### src/rtl/control_sequencer.sv
// Fetch/decode/execute sequencer for an ARM-like datapath. Moore outputs decode from the
// state register and ir; every memory wait is bounded by a 16-cycle timeout.
//
// state    | meaning
// RST      | post-reset idle, all controls low
// F_ADDR   | PC -> MAR
// F_WAIT   | instruction read in flight
// F_IR     | load IR, PC += 4
// DECODE   | condition test and class dispatch
// DP       | data-processing writeback
// LS_ADDR  | base +/- offset -> MAR
// LD_WAIT  | load read in flight
// LD_WB    | MDR -> Rd
// ST_DATA  | Rd -> MDR
// ST_WAIT  | store write in flight
// LINK     | PC -> LR
// BR_TGT   | PC + offset -> PC
module control_sequencer (
    input  logic        clk,
    input  logic        reset,
    input  logic [31:0] ir,
    input  logic        cond_ok,
    input  logic        mfa,
    output logic [1:0]  MA,
    output logic [1:0]  MB,
    output logic [2:0]  MC,
    output logic        MD,
    output logic        ME,
    output logic        MH,
    output logic [1:0]  MJ,
    output logic [4:0]  op,
    output logic        rf_ld,
    output logic        ir_ld,
    output logic        mar_ld,
    output logic        mdr_ld,
    output logic        mem_en,
    output logic        mem_rw,
    output logic        mem_err,
    output logic [3:0]  state
);

    localparam logic [4:0] OP_ADD   = 5'b00100;
    localparam logic [4:0] OP_SUB   = 5'b00010;
    localparam logic [4:0] OP_PASSA = 5'b10000;

    typedef enum logic [3:0] {
        S_RST     = 4'd0,
        S_F_ADDR  = 4'd1,
        S_F_WAIT  = 4'd2,
        S_F_IR    = 4'd3,
        S_DECODE  = 4'd4,
        S_DP      = 4'd5,
        S_LS_ADDR = 4'd6,
        S_LD_WAIT = 4'd7,
        S_LD_WB   = 4'd8,
        S_ST_DATA = 4'd9,
        S_ST_WAIT = 4'd10,
        S_LINK    = 4'd11,
        S_BR_TGT  = 4'd12
    } state_t;

    state_t     state_q, state_d;
    logic [3:0] wait_cnt_q, wait_cnt_d;
    logic       mem_err_q, mem_err_d;
    logic       in_wait;

    logic unused_ir;
    assign unused_ir = ^{ir[31:28], ir[22:21], ir[19:0]};

    assign in_wait = (state_q == S_F_WAIT) || (state_q == S_LD_WAIT) || (state_q == S_ST_WAIT);

    always_comb begin
        state_d    = state_q;
        wait_cnt_d = wait_cnt_q;
        mem_err_d  = mem_err_q;
        case (state_q)
            S_RST:     state_d = S_F_ADDR;
            S_F_ADDR:  state_d = S_F_WAIT;
            S_F_WAIT:  if (mfa) state_d = S_F_IR;
            S_F_IR:    state_d = S_DECODE;
            S_DECODE: begin
                if (!cond_ok) begin
                    state_d = S_F_ADDR;
                end else begin
                    case (ir[27:25])
                        3'b000, 3'b001: state_d = S_DP;
                        3'b010:         state_d = S_LS_ADDR;
                        3'b101:         state_d = ir[24] ? S_LINK : S_BR_TGT;
                        default:        state_d = S_F_ADDR;
                    endcase
                end
            end
            S_DP:      state_d = S_F_ADDR;
            S_LS_ADDR: state_d = ir[20] ? S_LD_WAIT : S_ST_DATA;
            S_LD_WAIT: if (mfa) state_d = S_LD_WB;
            S_LD_WB:   state_d = S_F_ADDR;
            S_ST_DATA: state_d = S_ST_WAIT;
            S_ST_WAIT: if (mfa) state_d = S_F_ADDR;
            S_LINK:    state_d = S_BR_TGT;
            S_BR_TGT:  state_d = S_F_ADDR;
            default:   state_d = S_RST;
        endcase

        // An acknowledge on the last allowed cycle still takes the normal exit.
        if (in_wait && !mfa) begin
            if (wait_cnt_q == 4'd15) begin
                mem_err_d = 1'b1;
                state_d   = S_F_ADDR;
            end else begin
                wait_cnt_d = wait_cnt_q + 4'd1;
            end
        end

        if ((state_d != state_q) &&
            ((state_d == S_F_WAIT) || (state_d == S_LD_WAIT) || (state_d == S_ST_WAIT))) begin
            wait_cnt_d = 4'd0;
        end
    end

    always_ff @(posedge clk) begin
        if (reset) begin
            state_q    <= S_RST;
            wait_cnt_q <= 4'd0;
            mem_err_q  <= 1'b0;
        end else begin
            state_q    <= state_d;
            wait_cnt_q <= wait_cnt_d;
            mem_err_q  <= mem_err_d;
        end
    end

    always_comb begin
        MA     = 2'd0;
        MB     = 2'd0;
        MC     = 3'd0;
        MD     = 1'b0;
        ME     = 1'b0;
        MH     = 1'b0;
        MJ     = 2'd0;
        op     = 5'd0;
        rf_ld  = 1'b0;
        ir_ld  = 1'b0;
        mar_ld = 1'b0;
        mdr_ld = 1'b0;
        mem_en = 1'b0;
        mem_rw = 1'b0;
        case (state_q)
            S_F_ADDR: begin
                MA = 2'd2; MD = 1'b1; op = OP_PASSA; mar_ld = 1'b1;
            end
            S_F_WAIT: begin
                mem_en = 1'b1; mem_rw = 1'b1; mdr_ld = 1'b1;
            end
            S_F_IR: begin
                ir_ld = 1'b1; MA = 2'd2; MB = 2'd3; MD = 1'b1; op = OP_ADD;
                MC = 3'd3; rf_ld = 1'b1;
            end
            S_DP: begin
                MB = {1'b0, ir[25]};
                // TST/TEQ/CMP/CMN (1000..1011) only set flags
                rf_ld = (ir[24:23] != 2'b10);
            end
            S_LS_ADDR: begin
                MB = 2'd2; MD = 1'b1; op = ir[23] ? OP_ADD : OP_SUB; mar_ld = 1'b1;
            end
            S_LD_WAIT: begin
                mem_en = 1'b1; mem_rw = 1'b1; mdr_ld = 1'b1; ME = 1'b1;
            end
            S_LD_WB: begin
                MH = 1'b1; rf_ld = 1'b1;
            end
            S_ST_DATA: begin
                MJ = 2'd2; mdr_ld = 1'b1;
            end
            S_ST_WAIT: begin
                mem_en = 1'b1;
            end
            S_LINK: begin
                MA = 2'd2; MD = 1'b1; op = OP_PASSA; MC = 3'd2; rf_ld = 1'b1;
            end
            S_BR_TGT: begin
                MA = 2'd2; MB = 2'd1; MD = 1'b1; op = OP_ADD; MC = 3'd3; rf_ld = 1'b1;
            end
            default: ;
        endcase
    end

    assign state   = state_q;
    assign mem_err = mem_err_q;

endmodule

### config.mk
export PLATFORM = sky130hd
export DESIGN_NAME = control_sequencer
export DESIGN_NICKNAME = d
export VERILOG_FILES = /design/src/rtl/control_sequencer.sv
export SDC_FILE = /design/constraint.sdc
export NUM_CORES = 1
export LEC_CHECK = 0
export CORE_MARGIN = 3
export CORE_UTILIZATION = 40
export CTS_BUF_LIST = sky130_fd_sc_hd__clkbuf_8
export DETAILED_ROUTE_END_ITERATION = 10
export DONT_BUFFER_PORTS = 1
export PLACE_DENSITY = 0.62
export SLEW_MARGIN = 20
export SYNTH_ARGS = -nofsm -noshare
export SYNTH_HDL_FRONTEND = slang
export SYNTH_SLANG_ARGS = --single-unit
### constraint.sdc
create_clock -name clk -period 2.1 [get_ports clk]
set_clock_uncertainty 0.05 [all_clocks]
set_input_delay 0.525 -clock clk [delete_from_list [all_inputs] [get_ports clk]]
set_output_delay 0.525 -clock clk [all_outputs]
set_load 0.02 [all_outputs]
# After elaboration in Yosys (flattened, before gate mapping)

Index checks and enable logic that the tools add are counted.

Output and inout port bits: 28
Logic and storage cells: 74
Bits of input ports: 36
Register bits after elaboration: 9

Muxes and demuxes: 25
$add $sub $neg: 1
Reductions and logical operators: 23
Eq/ne operators: 21
Bitwise logic cells: 1

Operators by type and width:

| operator            | count |
|---|---|
| $pmux 4 s10         | 1 |
| $eq 4x4->1 const B  | 7 |
| $mux 4              | 7 |
| $eq 4x3->1 const B  | 5 |
| $pmux 5 s3          | 1 |
| $eq 4x2->1 const B  | 3 |
| $pmux 4 s3          | 1 |
| $reduce_or 2->1     | 6 |
| $reduce_or 4->1     | 3 |
| $mux 1              | 8 |
| $pmux 2 s4          | 1 |
| $mux 3              | 2 |
| $reduce_or 3->1     | 2 |
| $reduce_or 5->1     | 1 |
| $add 4x1->4 const B | 1 |
| $eq 4x1->1 const B  | 1 |
| $logic_not 4->1     | 1 |
| $logic_or 1x1->1    | 4 |
| $mux 2              | 2 |
| $ne 4x4->1          | 1 |
| $pmux 2 s2          | 1 |
| $reduce_and 2->1    | 2 |
| $eq 3x1->1 const B  | 1 |
| $eq 3x2->1 const B  | 1 |
| 7 further kinds     | 8 |

# Longest topological paths before layout

Gate-level depths: netlist of the first run.

Word-level depth: 12
Depth in mapped cells: 8
Depth with buffers taken out: 6

# Worst setup path before layout of the first run

No wires, ideal clock.

Path type: reg-to-output
Start: reg state_q[1] (netlist: state[1])
End: out MA[1]
Stages on the path, launching flop included: 6
Required time: 1.525 ns
Path buffers: 2
Arrival time: 2.109 ns
Slack: -0.584 ns
Cells stage by stage: dfxtp_1 > buf_4 > clkbuf_1 > nor2_1 > nor4b_1 > or2_2

Word-level cells in the longest chain between the ends: 3
Elaborated cells on any way between the ends: 6
Classes of those cells: eq/ne: 4; mux: 1; reduce/logical: 1

Ends and longest elaborated chain:

| item                                     | line | RTL |
|---|---|---|
| start, declared                          | 62   | `state_t state_q, state_d;` |
| start signal, assigned                   | 126  | `state_q <= state_d;` |
| $eq 4x1->1, or another cell as far along | 147  | `case (state_q)` |
| $reduce_or 4->1 (no line) (*)            | --   |  |
| $mux 2 (*)                               | 147  |  |
| end, declared                            | 24   | `output logic [1:0] MA,` |

Every way passes the cells marked *; elsewhere a longest branch is shown, timed or not.

# Worst setup path in the final report of the first run

Same ends and word-level chain as after synthesis.

==> flow_summary.yaml, run 1 <==
timing:
  finalHoldViolCount: 0
  period_needed_ns: 2.04
  drv_slew: 0
  finalSetupViolCount: 0
  rsz0062_at_grt: "false"
  timing.hold.ws_ns: 0.301
  fmax_mhz: 490
  worst_slack_ns: 0.0605
  timing.final.crit_share_pct: 97.1
floorplan:
  dieArea_um2: 2990
  die_w_um: 54.7
  initial_core_util_pct: 42.5
  rows: 17
  io_pins: 64
  die_h_um: 54.7
  core_region_area_um2: 2230
cts:
  clock_sinks: 9
  ctsHtreeMaxLevel: 1
  clock-root-buffer: "clkbuf_8"
  hold_buffers: 0
  path_clk_slew_ns: 0.05
  cts_tree: "done"
  numCtsBuffers: 3
  clock_path_buffers: 2
  post_cts_buffers: 0
  clock_latency_ns: 0.23
logic_synthesis:
  yosysSeqAreaShare_pct: 19.0
  synth_edf_count: 0
  yosys.cell_count.top_type: "nor2_1"
  yosys.area.top_type: "dfxtp_1"
  yosysWarnings: 0
  synth_common_cells: "14 x nor2_1, 9 x a21oi_1, 9 x dfxtp_1, 9 x nand2_1"
  netlist_top_cells_area: "dfxtp_1 19%, buf_4 5.5%, nor2_1 5.5%"
  synth_cell_types: 46
  yosysTopAreaCellShare_pct: 19.0
  synthFlopType: "dfxtp_1"
  synth_async_sr_flop_share_pct: 0
  synth_seq_cells: 9
  syn_area_per_cell_um2: 7.13
  syn_area_um2: 948
  netlist_instances: 133
power:
  power_frac_seq_pct: 26.9
  leakagePower_nw: 0.528
  internal_power_uw: 453
  power.switching_uw: 274
  ir_drop_v: 0.000461
  clkPwrFrac_pct: 27.5
  powerDensity_nw_per_um2: 601
  swShare_pct: 37.7
  power_frac_comb_pct: 45.5
place:
  place.gp.congestion: 0.742
  place_inst: 176
  place_area_um2: 1150
  io_buffers: 0
  dp_hpwl_um: 1850
  dp_slack_ns: 0.0284
status:
  status: "finished clean"
layout:
  post-route-util_pct: 54.2
  layout-drive-gt1-share_pct: 32.2
  stdcell_count: 180
  syn2layout_area_growth_pct: 27.6
  final_area_um2: 1210
  diodes: 0
  nets: 190
global_route:
  grt_max_degree: 23
  groute.usage.overall_pct: 16.3
  gr-total-overflow: 0
  antenna_found_initial: 0
  grt_pass1_vias: 842
  grt_pass1_wl_um: 3620
critical_path:
  cp-start-kind: "register"
  cp_max_fo: 22
  path_class: "register to output port"
  cp-endpoint: "MA[1]"
  cp.required_ns: 1.52
  regToRegSetupSlack_ns: 0.14
  r2r_cells: 7
  r2r_end: "wait_cnt_q[2]"
  worstSetupEndpointType: "output port"
  worstPathArrival_ns: 1.46
  r2r-start: "state[0]"
  cp-startpoint: "state[1]"
routing:
  wire_per_inst_um: 13.0
  antenna_left: 0
  dr.pass1.iters: 4
  route.detailed.drc: 0
  viasPerCell: 5.59
  vias: 1006
  wl_um: 2350
  drt_iter0_markers: 21
hold_path:
  hold_path_depth: 1
  min_path_type: "input port to register"
flow_run:
  maxCapViolCount: 0
-- repair_timing --
item / in CTS / in global routing
gates cloned: 0 / 0
endpoints found under the setup margin: 4 / 6
gates resized for setup: 3 / 3
-- worst max-delay path: stages (launching register included) --
cell     delay [ns]
dfxtp_2        0.33
buf_12         0.16
nor2b_2        0.17
nand3_1        0.13
nand2_1        0.09
or2_2          0.36
-- power groups by stage --
stage	Clock [mW]	Sequential [mW]	Combinational [mW]
final	0.200	0.196	0.331
after global routing	0.217	0.198	0.362
after CTS	0.208	0.195	0.330
after detailed placement	0	0.199	0.329
after global placement	0	0.199	0.322
after floorplan	0	0.200	0.249
-- cells in the final DEF (no fill, tap or decap), types with 3 or more instances in the layout --
cell	count
a21oi_1	9
and2_1	3
nor2b_1	5
dfxtp_2	3
inv_1	3
nand3_1	4
conb_1	5
nor3_1	3
o21ai_1	5
buf_4	23
dfxtp_1	5
nand2b_1	6
nor2_1	12
nand2_1	9
o21ai_0	4
or2_2	3
clkbuf_8	3
-- final cells by class --
| cell class | count | area [µm²] |
|---|---|---|
| Sequential cell | 9 | 188 |
| Tap cell | 28 | 35.0 |
| Clock inverter | 1 | 5.00 |
| Inverter | 3 | 11.3 |
| Fill cell | 228 | 1020 |
| Clock buffer | 3 | 41.3 |
| Timing Repair Buffer | 25 | 213 |
| Multi-Input combinational cell | 111 | 717 |
-- layer usage --
layer	vias to the layer above	wire, µm	share of wire [%]	global-route usage (%)
li1	506	-	-	-
met1	480	974	41	20.0
met2	18	1250	53	28.1
met3	2	111	4.7	1.63
met4	0	10	0.43	7.47
met5	-	0	0	0
-- registers in the layout (all words and copies together) (netlist names) --
signal	flops
state	4
wait_cnt_q	4
mem_err	1
-- kinds of logic (layout without fill, tap and decap cells) --
| family | count (synthesis) | in the layout | synth area share, % |
|---|---|---|---|
| other cells | 1 | 5 | 0.395 |
| xor+xnor | 3 | 3 | 2.77 |
| simple gates | 70 | 70 | 42.3 |
| compound gates | 31 | 31 | 22.0 |
| mux | 1 | 1 | 1.06 |
| flops | 9 | 9 | 19.0 |
| buf+inv | 17 | 32 | 11.1 |
| fa+ha+maj | 1 | 1 | 1.32 |
-- per-stage QoR --
stage	setup TNS [ns]	total power, mW
finish	0	0.728
global placement	0	0.521
floorplan	-0.00140	0.449
detailed placement	0	0.528
CTS	0	0.733
global route	0	0.776
-- worst min path at each step --
| stage | start | endpoint | slack [ns] |
|---|---|---|---|
| detailed placement | wait_cnt_q[1] | wait_cnt_q[1] | 0.49 |
| CTS | reset | state[0] | 0.30 |
| global route | reset | state[0] | 0.29 |
| global placement | wait_cnt_q[1] | wait_cnt_q[1] | 0.48 |
| finish | reset | state[0] | 0.30 |
| floorplan | wait_cnt_q[1] | wait_cnt_q[1] | 0.46 |
No activity file was read; power rests on OpenSTA's default activity.
==> run 2: changes to the inputs <==
--- a/config.mk
+++ b/config.mk
@@ -10,6 +10,7 @@
 export CTS_BUF_LIST = sky130_fd_sc_hd__clkbuf_8
 export DETAILED_ROUTE_END_ITERATION = 10
 export DONT_BUFFER_PORTS = 1
+export MAX_ROUTING_LAYER = met4
 export PLACE_DENSITY = 0.62
 export SLEW_MARGIN = 20
 export SYNTH_ARGS = -nofsm -noshare
==> run 2 against run 1 <==
Net effect: sequential share of layout area unchanged; wire length grew 0.26%; flip-flop and latch count stayed put; final cell count unchanged; first-iteration DRC count increased by 4.8%; cell area stayed put; setup slack got worse by 0.0017 ns.
==> flow_summary.yaml, run 2 (synthesis results as in run 1) <==
status:
  status: "finished clean"
cts:
  ctsHtreeMaxLevel: 1
  hold_buffers: 0
  numCtsBuffers: 3
  clock_sinks: 9
  clock-root-buffer: "clkbuf_8"
  path_clk_slew_ns: 0.05
  post_cts_buffers: 0
  clock_latency_ns: 0.23
  clock_path_buffers: 2
  cts_tree: "done"
critical_path:
  r2r-start: "state[0]"
  cp_max_fo: 22
  worstPathArrival_ns: 1.47
  regToRegSetupSlack_ns: 0.14
  cp.required_ns: 1.52
  worstSetupEndpointType: "output port"
  cp-start-kind: "register"
  path_class: "register to output port"
  r2r_cells: 7
  r2r_end: "wait_cnt_q[2]"
global_route:
  antenna_found_initial: 0
  grt_max_degree: 23
  groute.usage.overall_pct: 16.8
  gr-total-overflow: 0
  grt_pass1_vias: 845
  grt_pass1_wl_um: 3620
place:
  dp_slack_ns: 0.0284
  place.gp.congestion: 0.752
  place_inst: 176
  dp_hpwl_um: 1850
  io_buffers: 0
layout:
  nets: 190
  layout-drive-gt1-share_pct: 32.2
  stdcell_count: 180
  diodes: 0
  layout_common_cells: "23 x buf_4, 12 x nor2_1, 9 x nand2_1, 9 x a21oi_1, 6 x nand2b_1"
  fillCellCount: 228
  final_common_cell: "buf_4"
  syn2layout_area_growth_pct: 27.6
  post-route-util_pct: 54.2
flow_run:
  maxCapViolCount: 0
power:
  swShare_pct: 37.7
  clkPwrFrac_pct: 27.5
  internal_power_uw: 453
  ir_drop_v: 0.000462
  leakagePower_nw: 0.528
  power.switching_uw: 274
  powerDensity_nw_per_um2: 601
  power_frac_comb_pct: 45.5
  power_frac_seq_pct: 27.0
hold_path:
  holdCritStartpoint: "reset"
  hold_path_depth: 1
  min_path_type: "input port to register"
  min_to: "state[0]"
routing:
  drt_iter0_markers: 22
  wire_per_inst_um: 13.1
  viasPerCell: 5.55
  antenna_left: 0
  wl_um: 2350
  vias: 999
  dr.pass1.iters: 4
  route.detailed.drc: 0
floorplan:
  die_h_um: 54.7
  core_region_area_um2: 2230
  initial_core_util_pct: 42.5
  rows: 17
  io_pins: 64
  die_w_um: 54.7
  dieArea_um2: 2990
timing:
  finalHoldViolCount: 0
  rsz0062_at_grt: "false"
  worst_slack_ns: 0.0588
  fmax_mhz: 490
  period_needed_ns: 2.04
  finalSetupViolCount: 0
  drv_slew: 0
  timing.final.crit_share_pct: 97.2
-- run 2: cell counts in the layout (fill, tap and decap cells not counted) --
No cell type changed its count.
-- run 2: how the worst max path moves through the flow --
stage,from,endpoint,slack [ns],cells after the start
2_1_floorplan,state[3],MA[1],-0.001,5
3_3_place_gp,ir[27],wait_cnt_q[2],0.02,6
3_5_place_dp,ir[27],wait_cnt_q[2],0.03,6
4_1_cts,state[0],mdr_ld,0.008,4
5_1_grt,state[3],MA[1],0.003,5
6_report,state[1],MA[1],0.06,5
-- run 2: area by class of cell --
class / count / area [µm²] / area share [%]
Clock inverter: 1 / 5.00 / 0.414
Multi-Input combinational cell: 111 / 717 / 59.3
Timing Repair Buffer: 25 / 213 / 17.6
Inverter: 3 / 11.3 / 0.931
Tap cell: 28 / 35.0 / 2.90
Sequential cell: 9 / 188 / 15.5
Clock buffer: 3 / 41.3 / 3.41
-- run 2: layer usage --
metal | track usage, % | vias to the layer above | routed length, µm
li1 | - | 506 | -
met3 | 1.63 | 2 | 100
met5 | - | - | 0
met4 | 7.47 | 0 | 10
met2 | 28.1 | 16 | 1250
met1 | 20.0 | 475 | 992
-- run 2: through the flow --
| step | TNS [ns] | instance area [µm²] | power (mW) | hold slack, ns |
|---|---|---|---|---|
| 2_1_floorplan | -0.00140 | 1000 | 0.449 | 0.461 |
| 3_3_place_gp | 0 | 1150 | 0.521 | 0.476 |
| 3_5_place_dp | 0 | 1150 | 0.528 | 0.489 |
| 4_1_cts | 0 | 1200 | 0.733 | 0.302 |
| 5_1_grt | 0 | 1210 | 0.776 | 0.294 |
| 6_report | 0 | 1210 | 0.728 | 0.301 |
-- run 2: timing repair --
action	in CTS	in global routing
pin swaps	0	0
resized for setup	3	3
hold endpoints to repair	0	0
endpoints found under the setup margin	4	6
-- run 2: critical path, stage by stage, from the launching register on --
cell and delay (ns):
dfxtp_2 0.33, buf_12 0.16, nor2b_2 0.17, nand3_1 0.13, nand2_1 0.09, or2_2 0.36
-- run 2: power groups by stage --
stage	clock (mW)	sequential [mW]	combinational, mW
6_report	0.200	0.196	0.331
5_1_grt	0.217	0.198	0.362
4_1_cts	0.208	0.195	0.330
3_5_place_dp	0	0.199	0.329
3_3_place_gp	0	0.199	0.322
2_1_floorplan	0	0.200	0.249
==> run 3: changes to the inputs <==
--- a/config.mk
+++ b/config.mk
@@ -11,7 +11,7 @@
 export DETAILED_ROUTE_END_ITERATION = 10
 export DONT_BUFFER_PORTS = 1
 export MAX_ROUTING_LAYER = met4
-export PLACE_DENSITY = 0.62
+export RECOVER_POWER = 100
 export SLEW_MARGIN = 20
 export SYNTH_ARGS = -nofsm -noshare
 export SYNTH_HDL_FRONTEND = slang
==> run 3 against run 2 <==
Net effect: setup slack better by 0.035 ns; clock power hardly changed; die area stayed put; clock-buffer cell count stayed put; combinational power is 2% lower.
==> flow_summary.yaml, run 3 (synthesis results as in run 1) <==
status:
  status: "finished clean"
floorplan:
  io_pins: 64
  initial_core_util_pct: 42.5
  dieArea_um2: 2990
  die_w_um: 54.7
  die_h_um: 54.7
  core_region_area_um2: 2230
  rows: 17
global_route:
  grt_pass1_vias: 818
  grt_max_degree: 17
  groute.usage.overall_pct: 16.6
  gr-total-overflow: 0
  grt_pass1_wl_um: 3590
  antenna_found_initial: 0
layout:
  layout-drive-gt1-share_pct: 28.9
  layout_common_cells: "14 x buf_4, 12 x nor2_1, 9 x nand2_1, 8 x a21oi_1, 6 x nand2b_1"
  final_common_cell: "buf_4"
  syn2layout_area_growth_pct: 23.6
  nets: 187
  diodes: 0
routing:
  dr.pass1.iters: 4
  antenna_left: 0
  wire_per_inst_um: 13.4
  vias: 1007
  viasPerCell: 5.69
  wl_um: 2380
  route.detailed.drc: 0
  drt_iter0_markers: 29
power:
  ir_drop_v: 0.000482
  finalPower_uw: 726
  power_frac_seq_pct: 27.7
  power_frac_comb_pct: 44.7
  internal_power_uw: 449
  leakagePower_nw: 0.501
  clkPwrFrac_pct: 27.6
  power.switching_uw: 278
  powerDensity_nw_per_um2: 620
  swShare_pct: 38.2
place:
  dp_hpwl_um: 1790
  place.gp.congestion: 0.806
  io_buffers: 0
critical_path:
  cp-startpoint: "state[1]"
  r2r-start: "state[0]"
  path_class: "register to output port"
  cp-start-kind: "register"
  regToRegSetupSlack_ns: 0.11
  worstSetupEndpointType: "output port"
  cp.required_ns: 1.52
  worstPathArrival_ns: 1.43
  cp_max_fo: 16
timing:
  timing.final.crit_share_pct: 95.5
  finalSetupTns_ns: 0
  fmax_mhz: 498
  period_needed_ns: 2.01
  finalSetupViolCount: 0
  drv_slew: 0
  finalHoldViolCount: 0
  rsz0062_at_grt: "false"
flow_run:
  maxCapViolCount: 0
cts:
  clock-root-buffer: "clkbuf_8"
  clock_path_buffers: 2
  clock_sinks: 9
  clock_latency_ns: 0.23
  post_cts_buffers: 0
  cts_tree: "done"
  numCtsBuffers: 3
  ctsHtreeMaxLevel: 1
  path_clk_slew_ns: 0.05
hold_path:
  min_path_type: "input port to register"
  holdCritStartpoint: "reset"
run 3: repair_timing:
action                                  in CTS  in global routing
hold buffers                                 0                  0
endpoints found under the setup margin       6                  7
gates resized for setup                      5                  7
run 3: power groups by stage:
stage / clock network [mW] / logic, mW / registers, mW
floorplan: 0 / 0.249 / 0.200
global placement: 0 / 0.315 / 0.202
detailed placement: 0 / 0.320 / 0.202
CTS: 0.204 / 0.325 / 0.201
global route: 0.219 / 0.355 / 0.203
finish: 0.201 / 0.325 / 0.201
run 3: stage by stage:
| stage | instance area, µm² | hold WS, ns | setup slack, ns | utilization [%] | cells |
|---|---|---|---|---|---|
| after CTS | 1170 | 0.301 | 0.0359 | 52.5 | 177 |
| final | 1170 | 0.306 | 0.0937 | 52.5 | 177 |
| after global routing | 1170 | 0.301 | 0.00531 | 52.5 | 177 |
| after detailed placement | 1120 | 0.508 | -0.0386 | 50.0 | 173 |
| after global placement | 1120 | 0.477 | 0.0106 | 50.0 | 173 |
| after floorplan | 1000 | 0.461 | -0.00140 | - | 137 |
run 3: cell type report:
| cell class | count | area (µm²) |
|---|---|---|
| well taps | 28 | 35.0 |
| clock buffers | 3 | 41.3 |
| repair buffers | 22 | 168 |
| inverters | 3 | 11.3 |
| flip-flops and latches | 9 | 193 |
| clock inverters | 1 | 3.75 |
| multi-input cells | 111 | 721 |
| fillers | 230 | 1060 |
run 3: routing by layer:
metal / global-route usage (%) / wire length, µm / vias up
li1: - / - / 501
met1: 21.7 / 1080 / 475
met2: 25.8 / 1150 / 29
met3: 4.36 / 142 / 2
met4: 2.49 / 6 / 0
met5: - / 0 / -
run 3: final timing paths:
| path | endpoint | depth (start not counted) |
|---|---|---|
| worst max-delay path | MD | 5 |
| worst min-delay path | mem_err | 1 |
| worst max register to register | wait_cnt_q[2] | 6 |
| worst min register to register | wait_cnt_q[1] | 2 |
run 3: critical path: stages (launching register included):
cell and delay (ns):
dfxtp_4 0.38, buf_8 0.16, nor2_1 0.09, nand3_1 0.13, nand2_1 0.08, or2_2 0.36
==> edit, RTL diff (settings of run 3) <==
Put a register stage on the output `ME`, with the module's reset. The value now appears one clock later. The other outputs are not delayed to match.
--- a/src/rtl/control_sequencer.sv
+++ b/src/rtl/control_sequencer.sv
@@ -60,4 +60,6 @@
     } state_t;
 
+    logic ME_d;
+
     state_t     state_q, state_d;
     logic [3:0] wait_cnt_q, wait_cnt_d;
@@ -135,5 +137,5 @@
         MC     = 3'd0;
         MD     = 1'b0;
-        ME     = 1'b0;
+        ME_d   = 1'b0;
         MH     = 1'b0;
         MJ     = 2'd0;
@@ -165,5 +167,5 @@
             end
             S_LD_WAIT: begin
-                mem_en = 1'b1; mem_rw = 1'b1; mdr_ld = 1'b1; ME = 1'b1;
+                mem_en = 1'b1; mem_rw = 1'b1; mdr_ld = 1'b1; ME_d = 1'b1;
             end
             S_LD_WB: begin
@@ -189,4 +191,12 @@
     assign mem_err = mem_err_q;
 
+    always_ff @(posedge clk) begin
+        if (reset) begin
+            ME <= '0;
+        end else begin
+            ME <= ME_d;
+        end
+    end
+
 endmodule
 
Formal check against the unedited RTL: not equivalent (a bounded check fails within 10 cycles, from zero or initial values and one cycle with reset high).
==> edit against run 3 <==
Setup slack got worse by 0.054 ns. Sequential cell count grew 1. Largest cell class unchanged. Total power rose by 16%. Cell area is 15% higher. First-iteration DRC count is 24% higher. Area after synthesis rose by 3.8%. Routed wire length rose by 13%. Fmax fell by 2.6%. Register-to-register slack worse by 0.05 ns. Largest power group unchanged.
==> edit: results (changes against run 3) <==
stage,metric,value,unit,change
critical_path,reg2reg setup slack,0.06,ns,-0.05 ns
power,Leak,0.552,nW,+10%
routing,Via-to-Cell Ratio,5.76,,+1.2%
global_routing,largest net degree at the start of global routing,27,,+10
critical_path,Worst path slowest cell,or3_4,,
routing,post-DR wirelength/cell,14.9,um,+11%
routing,met1 WL,1180,um,+9.1%
place,hpwl dp,1950,um,+9.2%
logic_synthesis,Synth Instances,135,,+1.5%
routing,metal2 WL,1240,um,+8.0%
run_status,status,"complete, no violations",,
place,dpl cells,178,,+2.9%
finish,footprint of the multi-input gates,801,um2,+11%
global_routing,first-pass GRT wire length,4320,um,+20%
logic_synthesis,sequential area share after synthesis,20.3,%,+1.3 points
hold_path,Hold Path End,state[0],,
finish,layout cells sized above 1,34.6,%,+5.8 points
critical_path,CP peak stage delay,0.41,ns,+0.03 ns
critical_path,Critical R2R Capture,wait_cnt_q[0],,
global_routing,vias in the first global route,940,,+15%
critical_path,Setup crit start,state[2],,
global_routing,All-Layer GR Usage,17.5,%,+0.97 points
critical_path,path depth of the worst reg2reg path,5,,-1
routing,WL final,2700,um,+13%
power,Peak VDD IR,0.530,mV,+9.9%
logic_synthesis,"top cells by count, synth","nor2_1 (13), dfxtp_1 (10), nand2_1 (10), a21oi_1 (9), nand2b_1 (9)",,
place,"Cell Area, Placed",1190,um2,+6.5%
timing,Hold Worst Slack,0.297,ns,-0.00870 ns
critical_path,"Max FO, Critical Path",14,,-2
finish,fin nets,191,,+2.1%
## edit: cell count changes in the layout (fill, tap and decap cells not counted), moves of 3 or more
cell,run 3,this run
o21ai_1,5,2
dfxtp_4,3,0
nand2b_1,6,9
buf_4,14,20
nand3_1,4,1
clkbuf_2,4,0
nor3_1,3,6
## edit: power by group
group / leakage, nW / internal, mW / switching, mW / total, mW
Sequential: 0.0822 / 0.203 / 0.0103 / 0.213
Clock: 0.0288 / 0.165 / 0.0755 / 0.240
Combinational: 0.441 / 0.172 / 0.219 / 0.391
## edit: cell families (layout without fill, tap and decap cells)
kind of cell	after synthesis	after routing	share of synthesized area (%)
simple gates	67	67	39.3
compound gates	31	31	24.4
buf+inv	20	34	9.66
flops	10	10	20.3
xor+xnor	3	3	2.67
mux	2	2	2.03
fa+ha+maj	1	1	1.27
other cells	1	5	0.381
## edit: area by class of cell
type	count	share of cell area [%]
well taps	28	2.61
multi-input cells	109	59.6
inverters	6	1.68
repair buffers	24	16.8
flip-flops and latches	10	15.2
clock buffers	4	4.10
